`src/rtl/pix_feeder_if.sv`:
```
// pix_feeder_if: upstream pixel stream plus consumer request/response bundle.
interface pix_feeder_if #(
    parameter int IN_W = 32
);
    logic [IN_W-1:0] s_data;
    logic            s_valid;
    logic            s_accept;
    logic            start;
    logic            request;
    logic            ready;
    logic [IN_W-1:0] o_data;
    logic            busy;
    logic            frame_done;
    logic            err_req;
    modport master (
        output s_data, s_valid, start, request,
        input  s_accept, ready, o_data, busy, frame_done, err_req
    );
    modport slave (
        input  s_data, s_valid, start, request,
        output s_accept, ready, o_data, busy, frame_done, err_req
    );
endinterface

```
`src/rtl/pix_feeder.sv`:
```
// pix_feeder: word FIFO that serves one packed pixel word per consumer request
// while a frame of FRM_WORDS words is running.
module pix_feeder #(
    parameter int PIX_W     = 8,
    parameter int IN_W      = PIX_W * 4,
    parameter int DEPTH     = 16,
    parameter int FRM_WORDS = 3840
) (
    input logic        clk,
    input logic        rst,
    pix_feeder_if.slave bus
);
    localparam int AW  = $clog2(DEPTH);
    localparam int WCW = $clog2(FRM_WORDS + 1);
    localparam logic [AW:0]    FULL = (AW + 1)'(DEPTH);
    localparam logic [WCW-1:0] LAST = WCW'(FRM_WORDS);

    typedef enum logic [1:0] {IDLE, RUN, DONE} state_t;

    state_t          r_state, w_state_nxt;
    logic [IN_W-1:0] r_mem [DEPTH];
    logic [AW-1:0]   r_wptr, r_rptr;
    logic [AW:0]     r_count;
    logic [WCW-1:0]  r_wcnt;
    logic            r_pending, r_ready, r_err;
    logic [IN_W-1:0] r_odata;
    logic            w_run, w_push, w_pop, w_req;

    assign w_run  = r_state == RUN;
    assign w_push = bus.s_valid && bus.s_accept;
    assign w_req  = bus.request && w_run;
    // Pops stop once the frame's quota is drawn so a late request cannot leak a word into DONE.
    assign w_pop  = w_run && r_pending && r_count != '0 && r_wcnt < LAST;

    assign bus.s_accept   = r_count < FULL;
    assign bus.ready      = r_ready;
    assign bus.o_data     = r_odata;
    assign bus.busy       = w_run;
    assign bus.frame_done = r_state == DONE;
    assign bus.err_req    = r_err;

    always_comb begin
        w_state_nxt = r_state;
        w_state_nxt = (r_state == IDLE) ? (bus.start ? RUN : IDLE) :
                      (r_state == RUN)  ? ((r_ready && r_wcnt == LAST) ? DONE : RUN) :
                                          IDLE;
    end

    always_ff @(posedge clk) begin
        if (w_push) r_mem[r_wptr] <= bus.s_data;
    end

    always_ff @(posedge clk or posedge rst) begin
        if (rst) begin
            r_state   <= IDLE;
            r_wptr    <= '0;
            r_rptr    <= '0;
            r_count   <= '0;
            r_wcnt    <= '0;
            r_pending <= 1'b0;
            r_ready   <= 1'b0;
            r_err     <= 1'b0;
            r_odata   <= '0;
        end else begin
            r_state   <= w_state_nxt;
            r_wptr    <= r_wptr + AW'(w_push);
            r_rptr    <= r_rptr + AW'(w_pop);
            r_count   <= r_count + (AW + 1)'(w_push) - (AW + 1)'(w_pop);
            r_wcnt    <= (r_state == IDLE && bus.start) ? '0 : r_wcnt + WCW'(w_pop);
            r_pending <= w_req || (r_pending && !w_pop);
            r_err     <= r_err || (w_req && r_pending && !w_pop);
            r_ready   <= w_pop;
            if (w_pop) r_odata <= r_mem[r_rptr];
        end
    end
endmodule

```
`src/flat_wrapper.sv`:
```
// flat-port wrapper written by rule: the top's interface ports become plain ports
module pix_feeder_flat 
#(
    parameter int PIX_W     = 8,
    parameter int IN_W      = PIX_W * 4,
    parameter int DEPTH     = 16,
    parameter int FRM_WORDS = 3840
)
  (clk, rst, bus_s_data, bus_s_valid, bus_start, bus_request, bus_s_accept, bus_ready, bus_o_data, bus_busy, bus_frame_done, bus_err_req);
  pix_feeder_if #(.IN_W(IN_W)) bus_i ();
  input logic clk;
  input logic rst;
  input wire logic [$bits(bus_i.s_data)-1:0] bus_s_data;
  input wire logic [$bits(bus_i.s_valid)-1:0] bus_s_valid;
  input wire logic [$bits(bus_i.start)-1:0] bus_start;
  input wire logic [$bits(bus_i.request)-1:0] bus_request;
  output wire logic [$bits(bus_i.s_accept)-1:0] bus_s_accept;
  output wire logic [$bits(bus_i.ready)-1:0] bus_ready;
  output wire logic [$bits(bus_i.o_data)-1:0] bus_o_data;
  output wire logic [$bits(bus_i.busy)-1:0] bus_busy;
  output wire logic [$bits(bus_i.frame_done)-1:0] bus_frame_done;
  output wire logic [$bits(bus_i.err_req)-1:0] bus_err_req;
  assign bus_i.s_data = bus_s_data;
  assign bus_i.s_valid = bus_s_valid;
  assign bus_i.start = bus_start;
  assign bus_i.request = bus_request;
  assign bus_s_accept = bus_i.s_accept;
  assign bus_ready = bus_i.ready;
  assign bus_o_data = bus_i.o_data;
  assign bus_busy = bus_i.busy;
  assign bus_frame_done = bus_i.frame_done;
  assign bus_err_req = bus_i.err_req;
  pix_feeder #(.PIX_W(PIX_W), .IN_W(IN_W), .DEPTH(DEPTH), .FRM_WORDS(FRM_WORDS)) u_core (.clk(clk), .rst(rst), .bus(bus_i));
endmodule
```
`config.mk`:
```
export PLATFORM = sky130hd
export DESIGN_NAME = pix_feeder_flat
export DESIGN_NICKNAME = d
export VERILOG_FILES = /design/src/rtl/pix_feeder_if.sv /design/src/rtl/pix_feeder.sv /design/src/flat_wrapper.sv
export SDC_FILE = /design/constraint.sdc
export NUM_CORES = 1
export LEC_CHECK = 0
export ABC_AREA = 1
export CORE_MARGIN = 2
export CORE_UTILIZATION = 35
export CTS_CLUSTER_DIAMETER = 100
export CTS_CLUSTER_SIZE = 24
export DETAILED_ROUTE_END_ITERATION = 10
export GPL_ROUTABILITY_DRIVEN = 0
export PLACE_DENSITY = 0.5
export SLEW_MARGIN = 30
export SYNTH_ARGS = -nofsm -noshare
export SYNTH_HDL_FRONTEND = slang
export SYNTH_SLANG_ARGS = --single-unit
```
`constraint.sdc`:
```
create_clock -name clk -period 2.9 [get_ports clk]
set_input_delay 0.29 -clock clk [delete_from_list [all_inputs] [get_ports clk]]
set_output_delay 0.29 -clock clk [all_outputs]
set_load 0.005 [all_outputs]
```
# Word level (Yosys, flattened, before mapping)

Memory sizes are Yosys's and may differ from the RTL's. A register that Yosys moved wholly into a read port is not among the register bits.
Cells that the tools add are included.

Equality and inequality tests: 3
Mux-type cells: 7
Order comparisons: 2
Add/subtract/negate cells: 5
Reductions and logical operators: 15

Operators by type and width:

| operator             | count |
|---|---|
| $add 12x1->12        | 1 |
| $eq 12x12->1 const B | 1 |
| $lt 12x12->1 const B | 1 |
| $mux 12              | 1 |
| $logic_and 1x1->1    | 10 |
| $add 4x1->4          | 2 |
| $mux 2               | 3 |
| $add 5x1->5          | 1 |
| $lt 5x5->1 const B   | 1 |
| $reduce_bool 5->1    | 1 |
| $sub 5x1->5          | 1 |
| $mux 1               | 3 |
| $eq 2x1->1 const B   | 1 |
| $eq 2x2->1 const B   | 1 |
| $logic_not 2->1      | 1 |
| $logic_or 1x1->1     | 2 |
| $logic_not 1->1      | 1 |

Bits in registers: 30
Memory bits (writable): 512
Input bits: 37
Logic and storage cells: 41
Output and inout bits: 37
Memories kept: 1

Memories:

| memory       | depth | width | rd ports | clocked after Yosys merged registers in | write ports | RTL line         | source |
|---|---|---|---|---|---|---|---|
| u_core.r_mem | 16    | 32    | 1        | 1                                       | 1           | pix_feeder.sv:21 | `logic [IN_W-1:0] r_mem [DEPTH];` |

# Depth between registers and ports, before layout

Gate-level depths: netlist of the first run.

Word-level depth: 7
Gate-level depth with buffers: 13
Gate-level depth less buffers: 13

# Worst setup path after synthesis of the first run

OpenSTA, ideal clock, no wires.

Path type: reg2reg
Start point: register u_core.r_count[4]
End point: memory u_core.r_mem[12][0], enable pin
Arrival: 2.209 ns
Library setup time: 0.421 ns
Stages on the path, launching flop included: 4
Slack: 0.270 ns
Path buffers: 0
Data required time: 2.479 ns
Clock period less this slack: 2.630 ns
Path through: dfrtp_1 > nor2_1 > nand3_1 > nor2_1

Cells in the longest elaborated chain, start to end: 4

RTL lines:

| item                         | RTL line         | source |
|---|---|---|
| from (decl)                  | pix_feeder.sv:23 | `logic [AW:0] r_count;` |
| from (signal assigned)       | pix_feeder.sv:68 | `r_count <= r_count + (AW + 1)'(w_push) - (AW + 1)'(w_pop);` |
| $lt 5x5->1                   | pix_feeder.sv:35 | `assign bus.s_accept = r_count < FULL;` |
| $logic_and 1x1->1            | pix_feeder.sv:30 | `assign w_push = bus.s_valid && bus.s_accept;` |
| $mux 1                       | pix_feeder.sv:50 | `if (w_push) r_mem[r_wptr] <= bus.s_data;` |
| $mux 1 (implied by the code) | pix_feeder.sv:50 |  |
| to (decl)                    | pix_feeder.sv:21 |  |

Every way passes these cells.

# Final worst setup path of the first run

Start point: register u_core.r_count[3]
End point: register u_core.r_count[4]

Cells in the longest elaborated chain, start to end: 4
Elaborated cells on any way between the ends: 7
Those cells by class: add/sub: 2; order compare: 1; reduce/logical: 4

RTL lines:

| item                                                    | RTL line |
|---|---|
| $lt 5x5->1 / $reduce_bool 5->1 (equally long branches)  | pix_feeder.sv:35, pix_feeder.sv:33 |
| $logic_and 1x1->1, on equally long branches             | pix_feeder.sv:30, pix_feeder.sv:33 |
| $add 5x1->5 / $logic_and 1x1->1 (equally long branches) | pix_feeder.sv:68, pix_feeder.sv:33 |
| $sub 5x1->5 (*)                                         | pix_feeder.sv:68 |

Every way passes the cells marked *; elsewhere a longest branch is shown, timed or not.

==> results of run 1 <==
## cell type report
type | count | area [µm²] | area share
multi-input cells | 1279 | 5610 | 0.216
inverters | 28 | 114 | 0.00438
flip-flops and latches | 574 | 16900 | 0.651
repair buffers | 132 | 1440 | 0.0552
clock buffers | 48 | 776 | 0.0298
well taps | 864 | 1080 | 0.0416
clock inverters | 4 | 50.0 | 0.00192
diodes | 1 | 2.50 | 0.0000962
## power by group
part	switching [mW]	total, mW	internal (mW)
sequential	0.456	10.4	9.90
clock	2.61	4.48	1.86
combinational	6.14	8.99	2.85
## critical path: cells and delay by family, from the launching register on
family,cells,cell delay [ns]
buf+inv,1,0.09
flops,1,0.41
simple gates,6,0.65
compound gates,1,0.18
fa+ha+maj,3,0.80
xor+xnor,1,0.15
## cells in the final DEF (no fill, tap or decap), types with 2 or more instances in the layout
master	Yosys	final
nor2_4	0	16
dfrtp_2	0	2
edfxtp_1	512	512
nor2_2	2	2
clkinv_8	0	2
nor3_1	4	4
clkbuf_1	4	20
dfrtp_4	0	2
nand4_1	2	2
buf_12	1	21
dfrtp_1	62	58
clkbuf_16	0	28
inv_6	1	3
inv_1	23	21
a21oi_1	10	10
nand2_1	797	797
nor2_1	40	24
nand3_1	396	396
xor2_1	8	8
o21ai_0	5	5
ha_1	10	10
clkdlybuf4s50_1	0	73
inv_2	4	4
buf_4	16	38
## flip-flops by register name, indices dropped and copies added, names as in the netlist
signal              flops
u_core.r_rptr           4
u_core.bus.err_req      1
u_core.r_count          5
u_core.r_wptr           4
u_core.bus.o_data      32
u_core.r_pending        1
u_core.r_mem          512
u_core.bus.ready        1
u_core.r_wcnt          12
u_core.r_state          2
## routing by layer
layer,up-vias,global-route usage,share of wire
li1,6943,-,-
met1,7337,0.251,0.45
met2,330,0.297,0.49
met3,51,0.0166,0.041
met4,0,0.0352,0.019
met5,-,0,0
## stage by stage
stage	hold slack [ns]	worst slack, ns	cells
6_report	0.0617	0.564	2930
4_1_cts	0.0949	0.546	2929
5_1_grt	0.132	0.338	2930
3_3_place_gp	0.464	0.592	2877
3_5_place_dp	0.470	0.576	2877
2_1_floorplan	0.389	0.270	1992
## how the worst min path moves through the flow
stage,depth (start not counted),start,slack [ns],to
finish,2,rst,0.06,u_core.bus.o_data[30]
global route,2,rst,0.13,u_core.bus.o_data[30]
CTS,2,rst,0.09,u_core.bus.o_data[30]
detailed placement,2,u_core.bus.o_data[29],0.47,u_core.bus.o_data[29]
global placement,1,u_core.r_state[1],0.46,u_core.r_state[1]
floorplan,0,bus_s_data[0],0.39,u_core.r_mem[0][0]
## kinds of logic (layout without fill, tap and decap cells)
| logic type | Yosys count | after routing | synth area share |
|---|---|---|---|
| AOI/OAI and AO/OA | 16 | 16 | 0.00354 |
| buffers and inverters | 139 | 212 | 0.0387 |
| xor gates and xnor gates | 8 | 8 | 0.00301 |
| DFF | 574 | 574 | 0.726 |
| adders and majority gates | 11 | 11 | 0.00623 |
| other | 0 | 1 | 0 |
| and+or+nand+nor | 1244 | 1244 | 0.223 |
==> metrics.md, run 1 <==
| Metric | Value |
|---|---|
| Req. time, crit path | 3.44 ns |
| Finished Cell Area | 26000 µm² |
| DRT Pass-1 Iters | 5 |
| Gr usage total | 0.177 |
| Clk slew on worst S/H paths | 0.10 ns |
| Vias per cell | 5.00 |
| I/O pin count | 74 |
| Detailed Place HPWL | 35300 µm |
| Min-delay worst type | in2async |
| Die H | 262 µm |
| Synthesized cell area | 23300 µm² |
| Initial DRC count | 1170 |
| CTS Hold Bufs | 0 |
| Post-CTS setup buffer count | 0 |
| Post-Synthesis Cells | 1992 |
| Setup TNS | 0 ns |
| Final hold vios | 0 |
| EDFF count, synth | 512 |
| R2R depth | 12 |
| Ys async rst share | 0.108 |
| Crit path DAT | 2.88 ns |
| Global-route wire length before repair | 91800 µm |
| Vias in the first global route | 14.3k |
| Starting Density | 0.354 |
| Slew Limit Fails | 0 |
| Post-CTS Resized | 0 |
| Peak supply drop | 0.000878 V |
| Drt total wl | 60700 µm |
| PwrDens | 916 nW/µm² |
| Sequential area share after synthesis | 0.726 |
| Netlist cell types | 28 |
| Critical path destination | u_core.r_count[4] |
| CP Launch Type | flip-flop |
| Port Buffer Count | 73 |
| Post-DRT Antenna Nets | 0 |
| Setup slack, reg-to-reg | 0.56 ns |
| Die Area | 68700 µm² |
| RSZ-0062 raised after global routing | no |
| Worst Max-Slew Pin Slew | 0.895 ns |
| Tmin final | 2.34 ns |
| Synth Flop Type | edfxtp_1 |
| Top-count cell post-synth | nand2_1 |
| Fmax | 428 MHz |
| CP max FO | 4 |
| Relative slew slack | 0.402 |
| Nets@finish | 2091 |
| Layout cells sized above 1 | 0.0591 |
| Final period utilization | 0.806 |
| DR WL/cell | 20.7 µm |
| Initial antenna violation count | 1 |
| Post-synth top area share | 0.659 |
| Die width | 262 µm |
| Slowest CP cell | fa_1 |
| Synth warn | 0 |
| GR Overflow Total | 0 |
| TritonCTS Sinks | 574 |
| Cell taking the most area after synthesis | edfxtp_1 |
| Power Total | 23.8 mW |
| Largest net degree at the start of global routing | 133 |
| Seq cells post-synth | 574 |
| Max Root-Sink Buffers | 3 |
| Area of the core | 65900 µm² |
| Avg Cell Area, Syn | 11.7 µm² |
| Final core utilization | 0.395 |
| Worst r2r dst | u_core.r_count[4] |
| Clk root buf | clkbuf_16 |
| FF-to-FF Start | u_core.r_count[3] |
| Clk_lat worst skew | 0.61 ns |
| Crit path kind | reg2reg |
| CTS tree | built |
| Critical Path End Type | flip-flop |
| Largest cells by area after synthesis | edfxtp_1, nand2_1, nand3_1, dfrtp_1, buf_6 |
| Status | finished, final reports clean |
| Area grow syn2layout | 11.5% |
| Final setup vio count | 0 |
| Number of CTS-inserted buffers | 28 |
| H-tree lvl count | 1 |
| CP max stage delay | 0.43 ns |
| Placed inst area | 25200 µm² |
| Rows | 94 |
| Final Skew | 0.0241 ns |
| Worst Setup SP | u_core.r_count[3] |
| Max Cap Viol | 0 |
| Remaining DRCs | 0 |
| Filler cell count | 6306 |
| Mapped Nets | 2040 |
| Most frequent cells after synthesis | nand2_1, edfxtp_1, nand3_1 |
| Pleak | 9.61 nW |
| Worst-path cell chain | inv_1, ha_1, nand3_1, nand2_2, or2_2, nand2_1, ha_1, fa_1, a21oi_1, nor2_1, nor2_1, xor2_1 |
| Via count | 14.7k |
No activity file was read; power rests on OpenSTA's default activity.
==> inputs of run 2 (changes only) <==
Settings changed: PLACE_DENSITY 0.5 to 0.52.
Clock period 2.9 ns to 1.9 ns, I/O delays scaled along.
==> metrics.md, run 2 (synthesis gave the netlist of run 1 again) <==
| Metric | Value |
|---|---|
| Nets@finish | 2151 (was 2091) |
| Wl on met1 | 27400 µm (was 27500 µm) |
| Met2 wire length | 27800 µm (was 29500 µm) |
| Vias in the first global route | 14.7k (was 14.3k) |
| Area grow syn2layout | 15.7% (was 11.5%) |
| CP Launch Type | flip-flop (unchanged) |
| Drt total wl | 58600 µm (was 60700 µm) |
| Vias per cell | 4.94 (was 5.00) |
| CP max FO | 3 (was 4) |
| Most common cell after layout, fill and taps aside | nand2_1 (unchanged) |
| Fmax | 483 MHz (was 428 MHz) |
| Final Skew | 0.0328 ns (was 0.0241 ns) |
| Max Root-Sink Buffers | 3 (unchanged) |
| Worst-path cell chain | inv_2, ha_4, nand3_4, nand2_4, or2_4, nand2_4, ha_4, fa_2, a21oi_2, nor2_1, nor2_1, xor2_1 (was inv_1, ha_1, nand3_1, nand2_2, or2_2, nand2_1, ha_1, fa_1, a21oi_1, nor2_1, nor2_1, xor2_1) |
| Failing checks | negative setup slack |
| Crit path DAT | 2.59 ns (was 2.88 ns) |
| Slew Limit Fails | 0 (unchanged) |
| Placed inst area | 25800 µm² (was 25200 µm²) |
| Layout cells sized above 1 | 0.0960 (was 0.0591) |
| Power Total | 37.6 mW (was 23.8 mW) |
| Initial antenna violation count | 1 (unchanged) |
| Die H | 262 µm (unchanged) |
| DRT Pass-1 Iters | 5 (unchanged) |
| Die Area | 68700 µm² (unchanged) |
| Starting Density | 0.354 (unchanged) |
| Met3 wire len | 2480 µm (was 2510 µm) |
| Max Cap Viol | 0 (unchanged) |
| R2R depth | 12 (unchanged) |
| Max FFs per register | 512 (unchanged) |
| Most frequent cells in the layout | nand2_1, edfxtp_1, nand3_1 (unchanged) |
| Pleak | 10.0 nW (was 9.61 nW) |
| Detailed Place HPWL | 34700 µm (was 35300 µm) |
| Top reg by flops | u_core.r_mem (unchanged) |
| Max Used Layer | met5 (was met4) |
| Final core utilization | 0.410 (was 0.395) |
| Peak supply drop | 0.000899 V (was 0.000878 V) |
| Slowest CP cell | dfrtp_1 (was fa_1) |
| Dpl ws | -0.287 ns (was 0.576 ns) |
| Largest net degree at the start of global routing | 75 (was 133) |
| Global-route wire length before repair | 89600 µm (was 91800 µm) |
| Clk slew on worst S/H paths | 0.09 ns (was 0.10 ns) |
| Status | complete, but fails checks (was finished, final reports clean) |
| Crit path kind | reg2reg (unchanged) |
| Final setup vio count | 2 (was 0) |
| Finished Cell Area | 27000 µm² (was 26000 µm²) |
| CTS tree | built (unchanged) |
| Worst Max-Slew Pin Slew | 0.721 ns (was 0.895 ns) |
| Critical Path End Type | flip-flop (unchanged) |
| I/O pin count | 74 (unchanged) |
| Initial DRC count | 1066 (was 1170) |
| CP max stage delay | 0.40 ns (was 0.43 ns) |
| Worst Setup SP | u_core.r_count[3] (unchanged) |
| Final period utilization | 1.09 (was 0.806) |
| Min-delay worst type | in2reg (was in2async) |
| Clk root buf | clkbuf_16 (unchanged) |
| GR Overflow Total | 0 (unchanged) |
| Area of the core | 65900 µm² (unchanged) |
| DR WL/cell | 19.6 µm (was 20.7 µm) |
| Rows | 94 (unchanged) |
| Worst r2r dst | u_core.r_count[4] (unchanged) |
| Tmin final | 2.07 ns (was 2.34 ns) |
| FF-to-FF Start | u_core.r_count[3] (unchanged) |
| Req. time, crit path | 2.42 ns (was 3.44 ns) |
| Final hold vios | 0 (unchanged) |
| Post-DRT Antenna Nets | 0 (unchanged) |
| Die width | 262 µm (unchanged) |
| Via count | 14.8k (was 14.7k) |
| PwrDens | 1390 nW/µm² (was 916 nW/µm²) |
| TritonCTS Sinks | 574 (unchanged) |
| Number of CTS-inserted buffers | 29 (was 28) |
| Port Buffer Count | 73 (unchanged) |
| H-tree lvl count | 1 (unchanged) |
| Gr usage total | 0.171 (was 0.177) |
| Setup slack, reg-to-reg | -0.17 ns (was 0.56 ns) |
| Final setup margin | -0.168 ns (was 0.564 ns) |
| Relative slew slack | 0.518 (was 0.402) |
| Critical path destination | u_core.r_count[4] (unchanged) |
| RSZ-0062 raised after global routing | yes (was no) |
| Clk_lat worst skew | 0.62 ns (was 0.61 ns) |
| # diodes | 0 (was 1) |
| Remaining DRCs | 0 (unchanged) |
run 2: cell type report:
| type | instances | area [µm²] |
|---|---|---|
| Fill cell | 6191 | 38900 |
| Sequential cell | 574 | 16900 |
| Multi-Input combinational cell | 1279 | 5740 |
| Timing Repair Buffer | 191 | 2240 |
| Tap cell | 864 | 1080 |
| Clock buffer | 48 | 797 |
| Inverter | 28 | 121 |
| Clock inverter | 6 | 67.6 |
run 2: worst min path at each step:
stage | from | end | slack, ns | depth (start not counted)
6_report | bus_request | u_core.r_pending | 0.15 | 3
5_1_grt | bus_request | u_core.r_pending | 0.15 | 3
4_1_cts | bus_request | u_core.r_pending | 0.12 | 3
3_5_place_dp | rst | u_core.r_wcnt[6] | 0.44 | 2
3_3_place_gp | rst | u_core.r_wcnt[7] | 0.42 | 2
2_1_floorplan | bus_s_data[0] | u_core.r_mem[0][0] | 0.29 | 0
run 2: metal layers:
metal  track usage  vias up
met5             0        -
met4        0.0290        2
met3        0.0165       51
met2         0.287      297
met1         0.244     7368
li1              -     7067
run 2: critical path, delay by kind of cell, from the launching register on:
kind | cells | cell delay [ns]
buffers and inverters | 1 | 0.09
AOI/OAI and AO/OA | 1 | 0.14
DFF | 1 | 0.40
and+or+nand+nor | 6 | 0.49
xor gates and xnor gates | 1 | 0.17
adders and majority gates | 3 | 0.70
run 2: what timing repair did:
| action | CTS | global route |
|---|---|---|
| cloned | 1 | 0 |
| endpoints found under the setup margin | 141 | 36 |
| pin swaps | 11 | 11 |
| hold endpoints to repair | 7 | 0 |
| gates resized for setup | 29 | 21 |
| hold buffers | 1 | 0 |
| setup buffers | 4 | 8 |
run 2: metrics by stage:
step,hold WS (ns),TNS (ns),std cells
floorplan,0.289,-126.70,1992
global placement,0.423,-102.55,2922
detailed placement,0.439,-98.03,2922
CTS,0.122,-0.247,2982
global route,0.148,-0.518,2990
finish,0.152,-0.273,2990
run 2: power by group:
group	internal, mW	leakage [nW]	switching [mW]
Combinational	5.28	4.29	9.59
Clock	2.96	0.414	4.03
Sequential	15.1	5.35	0.613
==> inputs of run 3 (changes only) <==
Settings changed: PLACE_DENSITY 0.52 to not set.
==> metrics.md, run 3 (synthesis gave the netlist of run 1 again) <==
| Metric | Value |
|---|---|
| Post-DRT Antenna Nets | 0 (unchanged) |
| Die Area | 68700 µm² (unchanged) |
| R2R depth | 12 (unchanged) |
| Pleak | 9.99 nW (was 10.0 nW) |
| Clk_lat worst skew | 0.61 ns (was 0.62 ns) |
| Port Buffer Count | 73 (unchanged) |
| Top reg by flops | u_core.r_mem (unchanged) |
| Rows | 94 (unchanged) |
| Initial DRC count | 1411 (was 1066) |
| Register area | 16900 µm² (unchanged) |
| Placed insts | 2910 (was 2922) |
| CP max FO | 4 (was 3) |
| Max Root-Sink Buffers | 3 (unchanged) |
| Global-route wire length before repair | 87600 µm (was 89600 µm) |
| Status | complete, but fails checks (unchanged) |
| H-tree lvl count | 1 (unchanged) |
| Final setup vio count | 2 (unchanged) |
| Final setup margin | -0.129 ns (was -0.168 ns) |
| Max Cap Viol | 0 (unchanged) |
| Starting Density | 0.354 (unchanged) |
| Layout cells sized above 1 | 0.0877 (was 0.0960) |
| Peak supply drop | 0.000737 V (was 0.000899 V) |
| Power Total | 37.0 mW (was 37.6 mW) |
| DR WL/cell | 19.3 µm (was 19.6 µm) |
| Worst r2r dst | u_core.r_count[4] (unchanged) |
| Max FFs per register | 512 (unchanged) |
| Final hold vios | 0 (unchanged) |
| PwrDens | 1380 nW/µm² (was 1390 nW/µm²) |
| RSZ-0062 raised after global routing | yes (unchanged) |
| Vias in the first global route | 14.5k (was 14.7k) |
| Nets@finish | 2137 (was 2151) |
| Worst hold start | bus_request (unchanged) |
| Worst Max-Slew Pin Slew | 0.684 ns (was 0.721 ns) |
| Clk root buf | clkbuf_16 (unchanged) |
| Largest net degree at the start of global routing | 106 (was 75) |
| Remaining DRCs | 0 (unchanged) |
| Clk slew on worst S/H paths | 0.10 ns (was 0.09 ns) |
| Slew Limit Fails | 0 (unchanged) |
| Area of the core | 65900 µm² (unchanged) |
| Area of the multi-input gates | 5700 µm² (was 5740 µm²) |
| Final Skew | 0.0305 ns (was 0.0328 ns) |
| FF-to-FF Start | u_core.r_count[3] (unchanged) |
| Initial antenna violation count | 1 (unchanged) |
| Req. time, crit path | 2.41 ns (was 2.42 ns) |
| Critical Path End Type | flip-flop (unchanged) |
| Via count | 14.9k (was 14.8k) |
| Die width | 262 µm (unchanged) |
| Dpl ws | -0.244 ns (was -0.287 ns) |
| Gr usage total | 0.166 (was 0.171) |
| I/O pin count | 74 (unchanged) |
| CTS tree | built (unchanged) |
| Most frequent cells in the layout | nand2_1, edfxtp_1, nand3_1 (unchanged) |
| Min-delay worst type | in2reg (unchanged) |
| Filler cell count | 6169 (was 6191) |
| Crit path DAT | 2.54 ns (was 2.59 ns) |
| Crit path kind | reg2reg (unchanged) |
| Vias per cell | 5.01 (was 4.94) |
| # diodes | 0 (unchanged) |
| Most common cell after layout, fill and taps aside | nand2_1 (unchanged) |
| Fmax | 493 MHz (was 483 MHz) |
| Final core utilization | 0.408 (was 0.410) |
| CP Launch Type | flip-flop (unchanged) |
| Area grow syn2layout | 15.3% (was 15.7%) |
| Relative slew slack | 0.543 (was 0.518) |
| Die H | 262 µm (unchanged) |
| Setup slack, reg-to-reg | -0.13 ns (was -0.17 ns) |
| Detailed Place HPWL | 33000 µm (was 34700 µm) |
| Critical path destination | u_core.r_count[4] (unchanged) |
| Drt total wl | 57500 µm (was 58600 µm) |
| DRT Pass-1 Iters | 5 (unchanged) |
| Non-filler cells in the finished layout | 2974 (was 2990) |
| GR Overflow Total | 0 (unchanged) |
| Failing checks | negative setup slack (unchanged) |
| Worst Setup SP | u_core.r_count[3] (unchanged) |
| Final period utilization | 1.07 (was 1.09) |
| Number of CTS-inserted buffers | 27 (was 29) |
| Tmin final | 2.03 ns (was 2.07 ns) |
| TritonCTS Sinks | 574 (unchanged) |
| Setup TNS | -0.182 ns (was -0.273 ns) |
==> run 3: cell count changes in the layout (fill, tap and decap cells not counted), moves of 2 or more <==
cell / delta
nor2_4: -3
buf_4: -19
inv_12: -3
nand2_4: -2
nor2_2: +3
clkbuf_1: +2
buf_12: +4
clkinv_2: -2
==> run 3: how the worst min path moves through the flow <==
stage | end | slack (ns) | cells after the start
2_1_floorplan | u_core.r_mem[0][0] | 0.29 | 0
3_3_place_gp | u_core.bus.err_req | 0.46 | 1
3_5_place_dp | u_core.bus.err_req | 0.47 | 1
4_1_cts | u_core.r_pending | 0.17 | 3
5_1_grt | u_core.r_pending | 0.18 | 3
6_report | u_core.r_pending | 0.19 | 3
==> run 3: critical path: stages, from the launching register on <==
cell     delay, ns
dfrtp_1       0.40
inv_2         0.09
ha_4          0.13
nand3_2       0.08
nand2_2       0.09
or2_4         0.13
nand2_2       0.06
ha_4          0.16
fa_2          0.35
a21oi_2       0.13
nor2_1        0.06
nor2_1        0.11
xor2_1        0.15
==> run 3: cell type report <==
type | count | area share
Sequential cell | 574 | 0.630
Multi-Input combinational cell | 1279 | 0.212
Timing Repair Buffer | 179 | 0.0844
Tap cell | 864 | 0.0402
Clock buffer | 49 | 0.0286
Inverter | 28 | 0.00433
Clock inverter | 1 | 0.000326
==> run 3: timing repair <==
action | 4_1_cts | 5_1_grt
pin swaps | 10 | 5
hold endpoints to repair | 20 | 0
resized for setup | 23 | 16
setup buffers | 5 | 4
hold buffers | 1 | 0
endpoints found under the setup margin | 132 | 302
cloned | 2 | 2
==> run 3: routing by layer <==
| layer | vias up | track usage | wire length (µm) |
|---|---|---|---|
| met2 | 371 | 0.278 | 27600 |
| met4 | 2 | 0.0374 | 1100 |
| met5 | - | 0 | 9 |
| met3 | 67 | 0.0179 | 2480 |
| li1 | 7044 | - | - |
| met1 | 7408 | 0.234 | 26200 |
==> run 3: per-stage QoR <==
step / hold slack [ns] / cell area [µm²]
after detailed placement: 0.468 / 25800
final: 0.194 / 26900
after global placement: 0.460 / 25800
after CTS: 0.174 / 26700
after global routing: 0.183 / 26900
after floorplan: 0.289 / 23400
==> run 3: power by group <==
part | internal [mW] | total, mW | switching (mW)
Clock | 2.76 | 6.53 | 3.77
Combinational | 5.26 | 14.7 | 9.44
Sequential | 15.1 | 15.7 | 0.633
Total | 23.1 | 37.0 | 13.8
